<file path="config.mk">
export PLATFORM = sky130hd
export DESIGN_NAME = brz_binary_func_sync_flat
export DESIGN_NICKNAME = d
export VERILOG_FILES = /design/src/rtl/brz_bf_pkg.sv /design/src/rtl/brz_binary_func_sync_if.sv /design/src/rtl/brz_binary_func_sync_digit.sv /design/src/rtl/brz_binary_func_sync.sv /design/src/flat_wrapper.sv
export SDC_FILE = /design/constraint.sdc
export NUM_CORES = 1
export LEC_CHECK = 0
export BUFFER_PORTS_ARGS = -buffer_cell sky130_fd_sc_hd__clkbuf_2
export CORE_ASPECT_RATIO = 0.8
export CORE_MARGIN = 4
export CORE_UTILIZATION = 45
export CTS_CLUSTER_SIZE = 25
export DETAILED_ROUTE_END_ITERATION = 6
export GPL_TIMING_DRIVEN = 1
export PLACE_DENSITY = 0.66
export SLEW_MARGIN = 20
export SYNTH_ARGS = -nofsm -noshare
export SYNTH_HDL_FRONTEND = slang
export SYNTH_HIERARCHICAL = 1
export SYNTH_SLANG_ARGS = --single-unit
export TNS_END_PERCENT = 1
</file>
<file path="constraint.sdc">
create_clock -name clk -period 3.79 [get_ports clk]
set_clock_uncertainty 0.1 [all_clocks]
set_input_delay 0.379 -clock clk [delete_from_list [all_inputs] [get_ports clk]]
set_output_delay 0.379 -clock clk [all_outputs]
set_load 0.01 [all_outputs]
</file>
<file path="src/rtl/brz_bf_pkg.sv">
// brz_bf_pkg: shared enums and sizing helpers for brz_binary_func_sync.
// Sizing helpers let the top derive digit count and counter width.
package brz_bf_pkg;

   typedef enum logic [2:0] {
      OP_ADD = 3'd0,
      OP_SUB = 3'd1,
      OP_AND = 3'd2,
      OP_OR  = 3'd3,
      OP_XOR = 3'd4
   } op_e;

   typedef enum logic [1:0] {
      IDLE,
      FETCH,
      COMPUTE,
      DONE
   } state_e;

   function automatic int n_digits(input int w, input int d);
      return w / d;
   endfunction

   function automatic int cnt_bits(input int n);
      return (n > 1) ? $clog2(n) : 1;
   endfunction

   // Encodings 5..7 fold onto ADD.
   function automatic op_e decode_op(input logic [2:0] raw);
      op_e o;
      case (raw)
         3'd1:    o = OP_SUB;
         3'd2:    o = OP_AND;
         3'd3:    o = OP_OR;
         3'd4:    o = OP_XOR;
         default: o = OP_ADD;
      endcase
      return o;
   endfunction

endpackage

</file>
<file path="src/rtl/brz_binary_func_sync_if.sv">
// Handshake bundle for brz_binary_func_sync: go, operand pulls, result pull.
// BRZ_BF_OVERFLOW_EN adds the out_overflow flag.
interface brz_binary_func_sync_if #(
   parameter int WIDTH = 8
);
   logic             go_req;
   logic             go_ack;
   logic [2:0]       op;
   logic             inpA_req;
   logic             inpA_ack;
   logic [WIDTH-1:0] inpA_data;
   logic             inpB_req;
   logic             inpB_ack;
   logic [WIDTH-1:0] inpB_data;
   logic             out_req;
   logic             out_ack;
   logic [WIDTH-1:0] out_data;
   logic             out_carry;
   logic             out_zero;
`ifdef BRZ_BF_OVERFLOW_EN
   logic             out_overflow;
`endif

   modport master (
      output go_req, op, inpA_ack, inpA_data,
      output inpB_ack, inpB_data, out_req,
      input  go_ack, inpA_req, inpB_req, out_ack,
      input  out_data, out_carry, out_zero
`ifdef BRZ_BF_OVERFLOW_EN
      , input out_overflow
`endif
   );

   modport slave (
      input  go_req, op, inpA_ack, inpA_data,
      input  inpB_ack, inpB_data, out_req,
      output go_ack, inpA_req, inpB_req, out_ack,
      output out_data, out_carry, out_zero
`ifdef BRZ_BF_OVERFLOW_EN
      , output out_overflow
`endif
   );

endinterface

</file>
<file path="src/rtl/brz_binary_func_sync_digit.sv">
// brz_bf_digit: one DIGIT-wide slice of the arithmetic/logic function.
// Subtraction inverts b here; the caller supplies carry-in 1.
module brz_bf_digit
   import brz_bf_pkg::*;
#(
   parameter int DIGIT = 4
) (
   input  logic [DIGIT-1:0] a,
   input  logic [DIGIT-1:0] b,
   input  op_e              op,
   input  logic             cin,
   output logic [DIGIT-1:0] r,
   output logic             cout,
   output logic             a_msb,
   output logic             b_msb
);
   logic [DIGIT-1:0] bx;
   logic [DIGIT:0]   sum;

   always_comb begin
      bx   = (op == OP_SUB) ? ~b : b;
      sum  = {1'b0, a} + {1'b0, bx} + {{DIGIT{1'b0}}, cin};
      r    = sum[DIGIT-1:0];
      cout = 1'b0;
      unique case (1'b1)
         op == OP_AND: r = a & b;
         op == OP_OR:  r = a | b;
         op == OP_XOR: r = a ^ b;
         default:      cout = sum[DIGIT];
      endcase
      a_msb = a[DIGIT-1];
      b_msb = bx[DIGIT-1];
   end

endmodule

</file>
<file path="src/rtl/brz_binary_func_sync.sv">
// brz_binary_func_sync: clocked digit-serial BinaryFunc, LSB digit first.
// Define BRZ_BF_OVERFLOW_EN for the signed overflow flag.
module brz_binary_func_sync
   import brz_bf_pkg::*;
#(
   parameter int WIDTH = 8,
   parameter int DIGIT = 4
) (
   input  logic                  clk,
   input  logic                  rst,
   brz_binary_func_sync_if.slave bus
);
   localparam int N  = n_digits(WIDTH, DIGIT);
   localparam int CW = cnt_bits(N);
   localparam logic [CW-1:0] LAST = CW'(N - 1);

   if (WIDTH < 1 || DIGIT < 1 || (WIDTH % DIGIT) != 0) begin : g_cfg_err
      $error("WIDTH must be a positive multiple of DIGIT");
   end

   state_e           state_q, state_d;
   op_e              op_q, op_d;
   logic [WIDTH-1:0] a_q, a_d, b_q, b_d;
   logic [WIDTH-1:0] sh_q, sh_d, data_q, data_d;
   logic [CW-1:0]    cnt_q, cnt_d;
   logic             a_got_q, a_got_d, b_got_q, b_got_d;
   logic             a_req_q, a_req_d, b_req_q, b_req_d;
   logic             carry_q, carry_d;
   logic             go_ack_q, go_ack_d;
   logic             out_ack_q, out_ack_d;
   logic             cflag_q, cflag_d, zflag_q, zflag_d;
`ifdef BRZ_BF_OVERFLOW_EN
   logic             ovf_q, ovf_d;
   logic             sa_msb, sb_msb;
`endif

   logic [DIGIT-1:0] sa, sb, sr;
   logic             scout;
   logic [WIDTH-1:0] res;

   always_comb begin
      sa  = a_q[int'(cnt_q) * DIGIT +: DIGIT];
      sb  = b_q[int'(cnt_q) * DIGIT +: DIGIT];
      res = sh_q;
      res[int'(cnt_q) * DIGIT +: DIGIT] = sr;
   end

   brz_bf_digit #(.DIGIT(DIGIT)) u_digit (
      .a     (sa),
      .b     (sb),
      .op    (op_q),
      .cin   (carry_q),
      .r     (sr),
      .cout  (scout),
`ifdef BRZ_BF_OVERFLOW_EN
      .a_msb (sa_msb),
      .b_msb (sb_msb)
`else
      .a_msb (),
      .b_msb ()
`endif
   );

   always_comb begin
      state_d   = state_q;
      op_d      = op_q;
      a_d       = a_q;
      b_d       = b_q;
      sh_d      = sh_q;
      data_d    = data_q;
      cnt_d     = cnt_q;
      a_got_d   = a_got_q;
      b_got_d   = b_got_q;
      a_req_d   = a_req_q;
      b_req_d   = b_req_q;
      carry_d   = carry_q;
      go_ack_d  = go_ack_q;
      cflag_d   = cflag_q;
      zflag_d   = zflag_q;
      out_ack_d = bus.out_req;
`ifdef BRZ_BF_OVERFLOW_EN
      ovf_d     = ovf_q;
`endif
      unique case (state_q)
         IDLE: begin
            if (bus.go_req) begin
               state_d = FETCH;
               op_d    = decode_op(bus.op);
               a_got_d = 1'b0;
               b_got_d = 1'b0;
               a_req_d = 1'b1;
               b_req_d = 1'b1;
            end
         end
         FETCH: begin
            if (!a_got_q && bus.inpA_ack) begin
               a_d     = bus.inpA_data;
               a_got_d = 1'b1;
               a_req_d = 1'b0;
            end
            if (!b_got_q && bus.inpB_ack) begin
               b_d     = bus.inpB_data;
               b_got_d = 1'b1;
               b_req_d = 1'b0;
            end
            // Wait for return-to-zero on both channels.
            if (a_got_q && b_got_q &&
                !bus.inpA_ack && !bus.inpB_ack) begin
               state_d = COMPUTE;
               cnt_d   = '0;
               carry_d = (op_q == OP_SUB);
            end
         end
         COMPUTE: begin
            sh_d    = res;
            carry_d = scout;
            cnt_d   = cnt_q + 1'b1;
            if (cnt_q == LAST) begin
               data_d   = res;
               cflag_d  = scout;
               zflag_d  = (res == '0);
`ifdef BRZ_BF_OVERFLOW_EN
               ovf_d    = (op_q == OP_ADD || op_q == OP_SUB) &&
                          (sa_msb == sb_msb) &&
                          (sr[DIGIT-1] != sa_msb);
`endif
               state_d  = DONE;
               go_ack_d = 1'b1;
            end
         end
         DONE: begin
            if (!bus.go_req) begin
               state_d  = IDLE;
               go_ack_d = 1'b0;
            end
         end
         default: state_d = IDLE;
      endcase
   end

   always_ff @(posedge clk or posedge rst) begin
      if (rst) begin
         state_q   <= IDLE;
         op_q      <= OP_ADD;
         a_q       <= '0;
         b_q       <= '0;
         sh_q      <= '0;
         data_q    <= '0;
         cnt_q     <= '0;
         a_got_q   <= 1'b0;
         b_got_q   <= 1'b0;
         a_req_q   <= 1'b0;
         b_req_q   <= 1'b0;
         carry_q   <= 1'b0;
         go_ack_q  <= 1'b0;
         out_ack_q <= 1'b0;
         cflag_q   <= 1'b0;
         zflag_q   <= 1'b0;
`ifdef BRZ_BF_OVERFLOW_EN
         ovf_q     <= 1'b0;
`endif
      end else begin
         state_q   <= state_d;
         op_q      <= op_d;
         a_q       <= a_d;
         b_q       <= b_d;
         sh_q      <= sh_d;
         data_q    <= data_d;
         cnt_q     <= cnt_d;
         a_got_q   <= a_got_d;
         b_got_q   <= b_got_d;
         a_req_q   <= a_req_d;
         b_req_q   <= b_req_d;
         carry_q   <= carry_d;
         go_ack_q  <= go_ack_d;
         out_ack_q <= out_ack_d;
         cflag_q   <= cflag_d;
         zflag_q   <= zflag_d;
`ifdef BRZ_BF_OVERFLOW_EN
         ovf_q     <= ovf_d;
`endif
      end
   end

   assign bus.go_ack    = go_ack_q;
   assign bus.inpA_req  = a_req_q;
   assign bus.inpB_req  = b_req_q;
   assign bus.out_ack   = out_ack_q;
   assign bus.out_data  = data_q;
   assign bus.out_carry = cflag_q;
   assign bus.out_zero  = zflag_q;
`ifdef BRZ_BF_OVERFLOW_EN
   assign bus.out_overflow = ovf_q;
`endif

endmodule

</file>
<file path="src/flat_wrapper.sv">
// flat-port wrapper written by rule: the top's interface ports become plain ports
module brz_binary_func_sync_flat import brz_bf_pkg::*;
#(
   parameter int WIDTH = 8,
   parameter int DIGIT = 4
)
  (clk, rst, bus_go_req, bus_op, bus_inpA_ack, bus_inpA_data, bus_inpB_ack, bus_inpB_data, bus_out_req, bus_go_ack, bus_inpA_req, bus_inpB_req, bus_out_ack, bus_out_data, bus_out_carry, bus_out_zero);
  brz_binary_func_sync_if #(.WIDTH(WIDTH)) bus_i ();
  input  logic clk;
  input  logic rst;
  input wire logic [$bits(bus_i.go_req)-1:0] bus_go_req;
  input wire logic [$bits(bus_i.op)-1:0] bus_op;
  input wire logic [$bits(bus_i.inpA_ack)-1:0] bus_inpA_ack;
  input wire logic [$bits(bus_i.inpA_data)-1:0] bus_inpA_data;
  input wire logic [$bits(bus_i.inpB_ack)-1:0] bus_inpB_ack;
  input wire logic [$bits(bus_i.inpB_data)-1:0] bus_inpB_data;
  input wire logic [$bits(bus_i.out_req)-1:0] bus_out_req;
  output wire logic [$bits(bus_i.go_ack)-1:0] bus_go_ack;
  output wire logic [$bits(bus_i.inpA_req)-1:0] bus_inpA_req;
  output wire logic [$bits(bus_i.inpB_req)-1:0] bus_inpB_req;
  output wire logic [$bits(bus_i.out_ack)-1:0] bus_out_ack;
  output wire logic [$bits(bus_i.out_data)-1:0] bus_out_data;
  output wire logic [$bits(bus_i.out_carry)-1:0] bus_out_carry;
  output wire logic [$bits(bus_i.out_zero)-1:0] bus_out_zero;
  assign bus_i.go_req = bus_go_req;
  assign bus_i.op = bus_op;
  assign bus_i.inpA_ack = bus_inpA_ack;
  assign bus_i.inpA_data = bus_inpA_data;
  assign bus_i.inpB_ack = bus_inpB_ack;
  assign bus_i.inpB_data = bus_inpB_data;
  assign bus_i.out_req = bus_out_req;
  assign bus_go_ack = bus_i.go_ack;
  assign bus_inpA_req = bus_i.inpA_req;
  assign bus_inpB_req = bus_i.inpB_req;
  assign bus_out_ack = bus_i.out_ack;
  assign bus_out_data = bus_i.out_data;
  assign bus_out_carry = bus_i.out_carry;
  assign bus_out_zero = bus_i.out_zero;
  brz_binary_func_sync #(.WIDTH(WIDTH), .DIGIT(DIGIT)) u_core (.clk(clk), .rst(rst), .bus(bus_i));
endmodule
</file>
After elaboration in Yosys (flattened, before gate mapping). Cells that the tools add are included.

Add/sub/neg operators: 4. Equal/unequal tests: 17. Shift-type cells: 4. Muxes and demuxes: 27. Bitwise gates (word level): 4. Reduce and logical (&&, ||, !) cells: 24.

Operators by type and width (number): $neg 3->33 (1); $shift 4x33->8 const A (1); $shiftx 4x33->8 (1); $shiftx 8x4->4 (2); $pmux 1 s2 (7); $eq 3x2->1 const B (4); $pmux 3 s4 (1); $pmux 4 s3 (1); $mux 1 (11); $reduce_and 2->1 (5); $reduce_and 3->1 (3); $bwmux 8 (1); $logic_not 8->1 (1); $mux 2 (4); $ne 2x1->1 const B (4); $pmux 2 s4 (1); $eq 3x1->1 const B (2); $eq 3x3->1 const B (2); $reduce_bool 2->1 (3); $add 4x4->5 (1); $add 5x1->5 (1); $logic_and 1x1->1 (5); $and 4x4->4 (1); $eq 2x2->1 const B (2); 11 further kinds (15).

Bits in registers: 47. Logic and storage cells: 96.

Logic depth before layout (Yosys ltp). Gate-level depths: netlist of run 1.

Depth in word-level cells: 9. Mapped depth: 12. Mapped depth without buffers: 11.

Hierarchy. Netlist of run 1, hierarchy kept.

By module, submodules not included: brz_binary_func_sync (instances 1, cells each 156, area an instance 2029.4 um2, sequential area each 1076.0 um2); brz_bf_digit (instances 1, cells each 64, area an instance 493.0 um2, sequential area each 0.0 um2).

Worst setup path before layout of run 1. No wires, ideal clock.

Kind: register to register. Start point: register u_core.cnt_q. End point: register u_core.data_q[5] (netlist: u_core/bus.out_data[5]). Arrival time: 2616 ps. Slack: 956 ps. Stages on the path, launching flop included: 11. Cells stage by stage: dfrtp_1 > buf_2 > mux2_2 > xnor2_1 > fa_1 > fa_1 > nor2_1 > a211oi_1 > a21oi_1 > and3_1 > a21o_1.

Word-level cells in the longest chain between the ends: 8. Elaborated cells on any way between the ends: 15. Those cells by class: 3 x add/sub; 4 x shift; 3 x mux; 4 x bitwise; 1 x reduce/logical.

Ends and longest elaborated chain: start: declaration (line brz_binary_func_sync.sv:25) `logic [CW-1:0] cnt_q, cnt_d;`; start signal: assignment (line brz_binary_func_sync.sv:169) `cnt_q <= cnt_d;`; $shiftx 8x4->4 (*) (line brz_binary_func_sync.sv:43) `sb = b_q[int'(cnt_q) * DIGIT +: DIGIT];`; net u_core.sb[0] (line brz_binary_func_sync.sv:37) `logic [DIGIT-1:0] sa, sb, sr;`; $not 4->4 (line brz_binary_func_sync_digit.sv:21) `bx = (op == OP_SUB) ? ~b : b;`; $mux 4 (*) (line brz_binary_func_sync_digit.sv:21); $add 4x4->5 (*) (line brz_binary_func_sync_digit.sv:22) `sum = {1'b0, a} + {1'b0, bx} + {{DIGIT{1'b0}}, cin};`; $add 5x1->5 (*) (line brz_binary_func_sync_digit.sv:22); $pmux 4 s3 (*) (line brz_binary_func_sync_digit.sv:25) `unique case (1'b1)`; net u_core.sr[1] (line brz_binary_func_sync.sv:37); $shiftx 4x33->8 (*) (line brz_binary_func_sync.sv:45) `res[int'(cnt_q) * DIGIT +: DIGIT] = sr;`; $bwmux 8 (*) (line brz_binary_func_sync.sv:45); end signal: assignment (line brz_binary_func_sync.sv:168) `data_q <= data_d;`; end: declaration (line brz_binary_func_sync.sv:24) `logic [WIDTH-1:0] sh_q, sh_d, data_q, data_d;`.

The timed path passes the listed nets; every way through them passes the cells marked *. A chain may end at the register's enable or synchronous reset.

Worst setup path after layout of run 1.
Start point: register u_core.op_q[0]. End point: register u_core.zflag_q (netlist: u_core/bus.out_zero).

Word-level cells in the longest chain between the ends: 8. Elaborated cells on any way between the ends: 11. Those cells by class: 2 x add/sub; 4 x eq/ne; 1 x shift; 3 x mux; 1 x reduce/logical.

Ends and longest elaborated chain: start: declaration (line brz_binary_func_sync.sv:22) `op_e op_q, op_d;`; start signal: assignment (line brz_binary_func_sync.sv:164) `op_q <= op_d;`; $eq 3x1->1 (line brz_binary_func_sync_digit.sv:21); $mux 4 (line brz_binary_func_sync_digit.sv:21); $add 4x4->5 (line brz_binary_func_sync_digit.sv:22); $add 5x1->5 (line brz_binary_func_sync_digit.sv:22); $pmux 4 s3 (*) (line brz_binary_func_sync_digit.sv:25); net u_core.sr[2] (line brz_binary_func_sync.sv:37); $shiftx 4x33->8 (*) (line brz_binary_func_sync.sv:45); $bwmux 8 (*) (line brz_binary_func_sync.sv:45); $logic_not 8->1 (*) (line brz_binary_func_sync.sv:121) `zflag_d = (res == '0);`; end signal: assignment (line brz_binary_func_sync.sv:178) `zflag_q <= zflag_d;`; end: declaration (line brz_binary_func_sync.sv:31) `logic cflag_q, cflag_d, zflag_q, zflag_d;`.

Marked as above.

==> impl_results.md, run 1 <==
* Status: finished, final reports clean
* Post-CTS setup buffers at 0
* Hold Path Class: in2reg
* Initial Util at 0.463
* CP max FO at 13
* Startpoint class of the critical path: flop
* Multi-input gate area at 1300 um2
* MaxCap Viol Count at 0
* Setup_tns at 0 ns
* Clock Sinks at 43
* Max Clk Rate at 336 MHz
* Initial antenna violation count at 0
* R2r worst-path depth at 9
* IO buf count at 38
* Largest net degree at the start of global routing at 24
* DRC Markers at 0
* Final Hold Viols at 0
* Slew Limit Fails at 0
* CTS root buffer: clkbuf_8
* WS Path Type: reg2reg
* Resize count post-CTS at 0
* Area of the mapped netlist at 2510 um2
* Register Area at 1080 um2
* Synth warnings at 6
* CTS tree: done
* H-tree depth at 2
* Global-route wire length before repair at 7860 um
* Placement Setup Slack at 0.841 ns
* GRT Residual Overflow at 0
* DP Cell Count at 327
* CTS Buffer Depth at 2
* FILL cells at 514
* Ant diodes at 0
* Share of cells above drive strength 1 at 0.346
* Register-to-register setup slack at 0.82 ns
* Crit share post-route at 0.785
* Vias per cell at 5.05
* Mapped Avg Cell Area at 11.5 um2
* Io pins at 39
* Clock share of power at 0.097
* Total GRT Usage at 0.145
* Final min period at 2.97 ns
* Pwr dens at 1020 nW/um2
* Sw Ratio at 0.417
* Final wirelength at 4680 um
* CP arrival at 3.04 ns
* Gp weighted congestion at 0.922
* Slew HR at 0.450
* Gate Count Post-Synth at 219
* CTS buffer count at 5
* Nets at 299
* Worst-Margin Slew at 0.824 ns
* Post-DRT Antenna Nets at 0
* DR iter-0 viols at 127
* Hold buffers post-CTS at 0
* Area Growth Syn to Fin at 12.4%
* Die Ht at 74.9 um
* CP endpoint: u_core/bus.out_zero
* Unrepaired setup endpoints after global routing: false
* Net switching power at 1.20 mW
* Syn Nets at 262
* HP Start: bus_out_req
* Comb pwr share at 0.607
* Final Setup Violations at 0
* Dpl hpwl at 3610 um
* DR vias at 1691
* # rows at 24
* Worst r2r src: u_core/op_q[0]
* Chip width at 91.6 um
* FF-to-FF End: u_core/bus.out_zero
* Required @ worst endpoint at 3.86 ns
* Number of global-route vias before repair at 1662
* 1st-pass router iterations at 4
* Clock latency on the worst-skew pair at 0.30 ns
* Crit path capture type: flop
* Peak supply drop at 0.000439 V
* Internal at 1.68 mW
* Crit. Startpoint: u_core/op_q[0]
* CTS clk-pin slew, worst paths at 0.08 ns
* Fin worst setup slack at 0.817 ns
* Reg power frac at 0.296
* WL per Instance at 14.0 um
* Non-filler cells, final at 335
* Die area at 6860 um2
* LEAKAGE at 1.40 nW
* Core Area at 5440 um2
## metrics by stage
| stage | util | hold slack, ns | total power [mW] | area (um2) |
|---|---|---|---|---|
| 6_report | 0.520 | 0.0885 | 2.88 | 2830 |
| 5_1_grt | 0.520 | 0.0706 | 3.12 | 2830 |
| 4_1_cts | 0.520 | 0.0753 | 2.90 | 2830 |
| 3_5_place_dp | 0.505 | 0.368 | 2.60 | 2740 |
| 3_3_place_gp | 0.505 | 0.360 | 2.57 | 2740 |
| 2_1_floorplan | - | 0.310 | 2.23 | 2510 |
## worst max-delay path, stage by stage (launching register included)
cell	delay (ns)
dfrtp_1	0.55
nor3b_4	0.38
xnor2_1	0.14
fa_1	0.42
fa_1	0.41
xor2_1	0.16
a222oi_1	0.42
nor4_1	0.11
nand2_1	0.08
o21ai_0	0.06
## worst min-delay path by stage
stage                                         to  slack, ns  cells after the start
final                         u_core/bus.out_ack       0.09                      1
after global routing          u_core/bus.out_ack       0.07                      1
after CTS                     u_core/bus.out_ack       0.08                      1
after detailed placement  u_core/bus.out_data[6]       0.37                      1
after global placement    u_core/bus.out_data[4]       0.36                      1
after floorplan               u_core/bus.out_ack       0.31                      0
## layer usage
| metal | global-route usage | vias up | part of all wire |
|---|---|---|---|
| met3 | 0.0360 | 8 | 0.047 |
| li1 | - | 836 | - |
| met2 | 0.219 | 38 | 0.42 |
| met1 | 0.204 | 809 | 0.52 |
| met5 | 0 | - | 0 |
| met4 | 0.0552 | 0 | 0.017 |
## area by class of cell
type,count,share of cell area
Tap cell,78,0.0345
Clock inverter,3,0.00531
Sequential cell,43,0.381
Inverter,17,0.0226
Multi-Input combinational cell,149,0.460
Timing Repair Buffer,40,0.0726
Clock buffer,5,0.0243
## state kept, by name (all words and copies together) (netlist names)
name                  flops
u_core/op_q               3
u_core/a_got_q            1
u_core/bus.out_carry      1
u_core/bus.inpB_req       1
u_core/bus.inpA_req       1
u_core/bus.out_ack        1
u_core/bus.out_zero       1
u_core/cnt_q              1
u_core/bus.go_ack         1
u_core/a_q                8
u_core/carry_q            1
u_core/b_got_q            1
u_core/b_q                8
u_core/bus.out_data       8
u_core/state_q            2
u_core/sh_q               4
## power groups by stage
stage	clock network, mW	logic [mW]	registers (mW)
after CTS	0.296	1.75	0.855
final	0.280	1.75	0.851
after detailed placement	0	1.74	0.862
after global routing	0.312	1.93	0.883
after floorplan	0	1.42	0.811
after global placement	0	1.72	0.856
## cells in the final DEF (no fill, tap or decap), types with 3 or more instances in the layout
cell,count
a21o_1,4
a21oi_1,14
and3_1,4
clkbuf_2,38
clkbuf_8,5
clkinv_2,3
dfrtp_1,43
ha_1,16
inv_1,15
mux2_2,17
mux2_4,17
nand2_1,10
nand2b_1,6
nor2_1,11
nor2b_1,5
o21ai_0,11
xnor2_1,4
(Power assumes the default switching activity.)
==> run 2, diff against run 1 <==
Clock period 3.79 ns to 2.79 ns, I/O delays scaled along.
==> impl_results.md, run 2 (synthesized netlist as in run 1, its figures left out) <==
* Global-route wire length before repair at 7900 um
* R2r worst-path depth at 10
* Clock latency on the worst-skew pair at 0.29 ns
* Unrepaired setup endpoints after global routing: true
* Status: finished, final reports clean
* Area Growth Syn to Fin at 18.2%
* Slowest CP cell: fa_2
* Nets at 313
* Final wirelength at 4820 um
* CTS clk-pin slew, worst paths at 0.08 ns
* Crit path capture type: flop
* Number of global-route vias before repair at 1599
* Crit path top cell by count: fa_2
* Ant diodes at 0
* IO buf count at 38
* Most common cell after layout, fill and taps aside: dfrtp_1
* Critical Path, Cell by Cell: buf_4 -> mux2_2 -> inv_1 -> fa_2 -> fa_2 -> nor2_1 -> a21oi_1 -> a21oi_2 -> and3_1 -> a21o_1
* Gp weighted congestion at 0.785
* WL per Instance at 13.8 um
* Io pins at 39
* Crit share post-route at 0.957
* Most frequent cells in the layout: 42 x dfrtp_1, 38 x clkbuf_2, 18 x mux2_4, 16 x mux2_2, 16 x ha_1
* CP arrival at 2.76 ns
* Die Ht at 74.9 um
* Register-to-register setup slack at 0.12 ns
* WS Path Type: reg2reg
* Post-DRT Antenna Nets at 0
* Pwr dens at 1470 nW/um2
* CTS buffer count at 5
* H-tree depth at 2
* Worst r2r src: u_core/cnt_q
* DR iter-0 viols at 73
* DR vias at 1751
* Hold Path Class: in2async
* Final Setup Violations at 0
* Total GRT Usage at 0.148
* CTS tree: done
* Final Hold Viols at 0
* GRT Residual Overflow at 0
* Design Power at 4.37 mW
* Worst-Margin Slew at 0.552 ns
* CTS root buffer: clkbuf_8
* Share of cells above drive strength 1 at 0.407
* Vias per cell at 5.03
* Clock Sinks at 43
* Multi-input gate area at 1330 um2
* Core Area at 5440 um2
* FILL cells at 494
* CP max FO at 5
* Peak supply drop at 0.000557 V
* Die area at 6860 um2
* Slew HR at 0.632
* DRC Markers at 0
* Chip width at 91.6 um
* # rows at 24
* Largest net degree at the start of global routing at 44
* CTS Buffer Depth at 2
* LEAKAGE at 1.47 nW
* Initial Util at 0.463
* FF-to-FF End: u_core/bus.out_data[5]
* 1st-pass router iterations at 5
* Register Area at 1080 um2
* Largest stage delay on the critical path at 0.54 ns
* Initial antenna violation count at 0
* Startpoint class of the critical path: flop
* Final min period at 2.67 ns
* Dpl hpwl at 3640 um
* Hold_ws at 0.00249 ns
* Required @ worst endpoint at 2.88 ns
* Setup_tns at 0 ns
* MaxCap Viol Count at 0
* Slew Limit Fails at 0
* Max Clk Rate at 375 MHz
[run 2: cell count changes in the layout (fill, tap and decap cells not counted), moves of 2 or more]
| cell | before | now |
|---|---|---|
| buf_4 | 2 | 15 |
| clkinv_2 | 3 | 1 |
| fa_1 | 2 | 0 |
| fa_2 | 0 | 2 |
| inv_1 | 15 | 13 |
| inv_2 | 2 | 4 |
[run 2: worst max-delay path by stage]
stage / from / endpoint / slack, ns / cells after the start
2_1_floorplan: u_core/cnt_q / u_core/bus.out_data[5] / 0.02 / 10
3_3_place_gp: u_core/cnt_q / u_core/bus.out_zero / 0.02 / 9
3_5_place_dp: u_core/cnt_q / u_core/bus.out_zero / -0.02 / 9
4_1_cts: u_core/cnt_q / u_core/bus.out_zero / 0.01 / 11
5_1_grt: u_core/cnt_q / u_core/bus.out_zero / -0.05 / 12
6_report: u_core/cnt_q / u_core/bus.out_data[5] / 0.12 / 10
[run 2: repair_timing]
action	4_1_cts	5_1_grt
hold endpoints to repair	1	0
endpoints found under the setup margin	3	5
gates resized for setup	2	9
pin swaps	1	5
buffers inserted	1	2
hold buffers	1	0
[run 2: stage by stage]
step	instance area, um2	worst slack, ns	cells	util
finish	2970	0.120	348	0.547
global route	2970	-0.0509	348	0.547
CTS	2930	0.0147	346	0.539
detailed placement	2820	-0.0171	337	0.519
global placement	2820	0.0190	337	0.519
floorplan	2520	0.0183	219	-
[run 2: cell type report]
| class | instances | area share |
|---|---|---|
| multi-input combinational | 149 | 0.448 |
| sequential | 43 | 0.363 |
| timing repair buffer | 54 | 0.105 |
| tap | 78 | 0.0328 |
| clock buffer | 6 | 0.0278 |
| inverter | 17 | 0.0215 |
| clock inverter | 1 | 0.00168 |
[run 2: routing by layer]
layer / track usage / vias up / wire [um]
met1: 0.222 / 845 / 2620
met3: 0.0450 / 4 / 194
li1: - / 863 / -
met5: 0 / - / 0
met2: 0.213 / 39 / 1960
met4: 0.0251 / 0 / 42
[run 2: critical path: cells and delay by family, from the launching register on]
kind / cells / cell delay, ns
buffers and inverters: 2 / 0.22
muxes: 1 / 0.23
and+or+nand+nor: 2 / 0.24
DFF: 1 / 0.45
adders and majority gates: 2 / 0.94
AOI/OAI and AO/OA: 3 / 0.40
[run 2: power by group]
| group | internal [mW] | switching (mW) | leakage [nW] |
|---|---|---|---|
| Combinational | 1.51 | 1.34 | 0.910 |
| Clock | 0.194 | 0.204 | 0.0470 |
| Sequential | 0.920 | 0.204 | 0.518 |
==> run 3, diff against run 2 <==
Settings changed: CTS_CLUSTER_SIZE 25 to 10.
Clock period 2.79 ns to 3 ns, I/O delays scaled along.
==> impl_results.md, run 3 (synthesized netlist as in run 1, its figures left out) <==
* Status: finished with violations
* Failing checks: negative hold slack
* Chip width at 91.6 um
* CTS tree: done
* Total GRT Usage at 0.150
* Clock Sinks at 43
* CP delay by family, top: adder cells
* Met1 Usage GRT at 0.213
* MaxCap Viol Count at 0
* GRT Residual Overflow at 0
* Dpl hpwl at 3710 um
* Sw Ratio at 0.409
* Global-route wire length before repair at 8050 um
* Met2 Use GR at 0.227
* DR iter-0 viols at 75
* Reg power frac at 0.280
* Most frequent cells in the layout: 43 x dfrtp_1, 38 x clkbuf_2, 17 x mux2_4, 17 x mux2_2, 16 x ha_1
* Initial Util at 0.463
* Hold_ws at -0.00395 ns
* CTS buffer count at 5
* Internal at 2.19 mW
* Io pins at 39
* CP max FO at 8
* Crit share post-route at 0.934
* Crit path capture type: flop
* Worst-Margin Slew at 0.541 ns
* Vias per cell at 4.94
* Final Setup Violations at 0
* Required @ worst endpoint at 3.12 ns
* Post-CTS setup buffers at 0
* WL per Instance at 14.1 um
* Net switching power at 1.51 mW
* Slew Limit Fails at 0
* M3 GR Usage at 0.0430
* Gp weighted congestion at 0.820
* CP arrival at 2.92 ns
* Die Ht at 74.9 um
* WS Path Type: reg2reg
* Clock latency on the worst-skew pair at 0.29 ns
* CTS clk-pin slew, worst paths at 0.08 ns
* Slowest CP cell: fa_1
* Peak supply drop at 0.000425 V
* CTS Buffer Depth at 2
* CTS root buffer: clkbuf_8
* Core Area at 5440 um2
* Unrepaired setup endpoints after global routing: false
* DRC Markers at 0
* IO buf count at 38
* Final min period at 2.80 ns
* Comb pwr share at 0.621
* Largest net degree at the start of global routing at 44
* Slew HR at 0.639
* Post-DRT Antenna Nets at 0
* DR vias at 1679
* Buffers and inverters on the worst path at 2
* Hold Path Class: in2async
* Clock share of power at 0.099
* Largest stage delay on the critical path at 0.52 ns
* # rows at 24
* Max Clk Rate at 357 MHz
* Setup_tns at 0 ns
* Fin util at 0.531
* Initial antenna violation count at 0
* Area Growth Syn to Fin at 14.7%
* Share of cells above drive strength 1 at 0.359
* GR peak layer: met2
* 1st-pass router iterations at 5
* Nets at 305
* H-tree depth at 2
* Die area at 6860 um2
* Critical Path, Cell by Cell: buf_4 -> mux2_2 -> inv_1 -> fa_2 -> fa_1 -> nor2_1 -> a211oi_1 -> a21oi_1 -> nor4_1 -> nand2_1 -> o21ai_1
* Most common cell after layout, fill and taps aside: dfrtp_1
* Startpoint class of the critical path: flop
* Pwr dens at 1280 nW/um2
* Number of global-route vias before repair at 1643
* LEAKAGE at 1.43 nW
* Ant diodes at 0
* Final Hold Viols at 3
* Final wirelength at 4810 um
[run 3: metrics by stage]
step / area [um2] / cells / total power [mW] / setup slack [ns] / hold slack [ns]
after floorplan: 2510 / 219 / 2.82 / 0.166 / 0.231
after global placement: 2780 / 332 / 3.27 / 0.257 / 0.313
after detailed placement: 2780 / 332 / 3.32 / 0.201 / 0.312
after CTS: 2870 / 339 / 3.71 / 0.176 / 0.00489
after global routing: 2890 / 340 / 4.06 / 0.00265 / 0.0622
final: 2890 / 340 / 3.70 / 0.199 / -0.00395
[run 3: power groups by stage]
stage / clock (mW) / combinational [mW] / sequential [mW]
after floorplan: 0 / 1.80 / 1.02
after global placement: 0 / 2.22 / 1.04
after detailed placement: 0 / 2.27 / 1.04
after CTS: 0.384 / 2.29 / 1.04
after global routing: 0.409 / 2.58 / 1.07
final: 0.367 / 2.30 / 1.04
[run 3: final cells by class]
class | count | area, um2
Clock buffer | 6 | 82.6
Clock inverter | 1 | 5.00
Fill cell | 491 | 2550
Inverter | 17 | 63.8
Multi-Input combinational cell | 149 | 1300
Sequential cell | 43 | 1080
Tap cell | 78 | 97.6
Timing Repair Buffer | 46 | 256
[run 3: timing repair]
action | 4_1_cts | 5_1_grt
hold buffers | 0 | 1
endpoints found under the hold margin | 0 | 1
endpoints found under the setup margin | 0 | 1
gates resized for setup | 0 | 3
[run 3: worst register-to-register path: stages, from the launching register on]
cell and delay [ns]:
dfrtp_1 0.41, buf_4 0.17, mux2_2 0.24, inv_1 0.07
fa_2 0.42, fa_1 0.52, nor2_1 0.06, a211oi_1 0.21
a21oi_1 0.10, nor4_1 0.23, nand2_1 0.09, o21ai_1 0.11
[run 3: metal layers]
metal | routed length (um) | vias up | share of wire
met2 | 2060 | 55 | 0.43
met5 | 0 | - | 0
met3 | 366 | 2 | 0.076
li1 | - | 846 | -
met1 | 2340 | 776 | 0.49
met4 | 40 | 0 | 0.0083
[run 3: final timing paths]
path,start,endpoint,slack [ns],cells past startpoint
max in group asynchronous,rst,u_core/a_q[2],2.41,3
min in group clk,bus_inpA_data[1],u_core/a_q[1],0.14,2
max reg2reg,u_core/cnt_q,u_core/bus.out_zero,0.20,11
min reg2reg,u_core/bus.out_data[6],u_core/bus.out_data[6],0.38,1
max,u_core/cnt_q,u_core/bus.out_zero,0.20,11
min,rst,u_core/bus.out_ack,-0.004,3
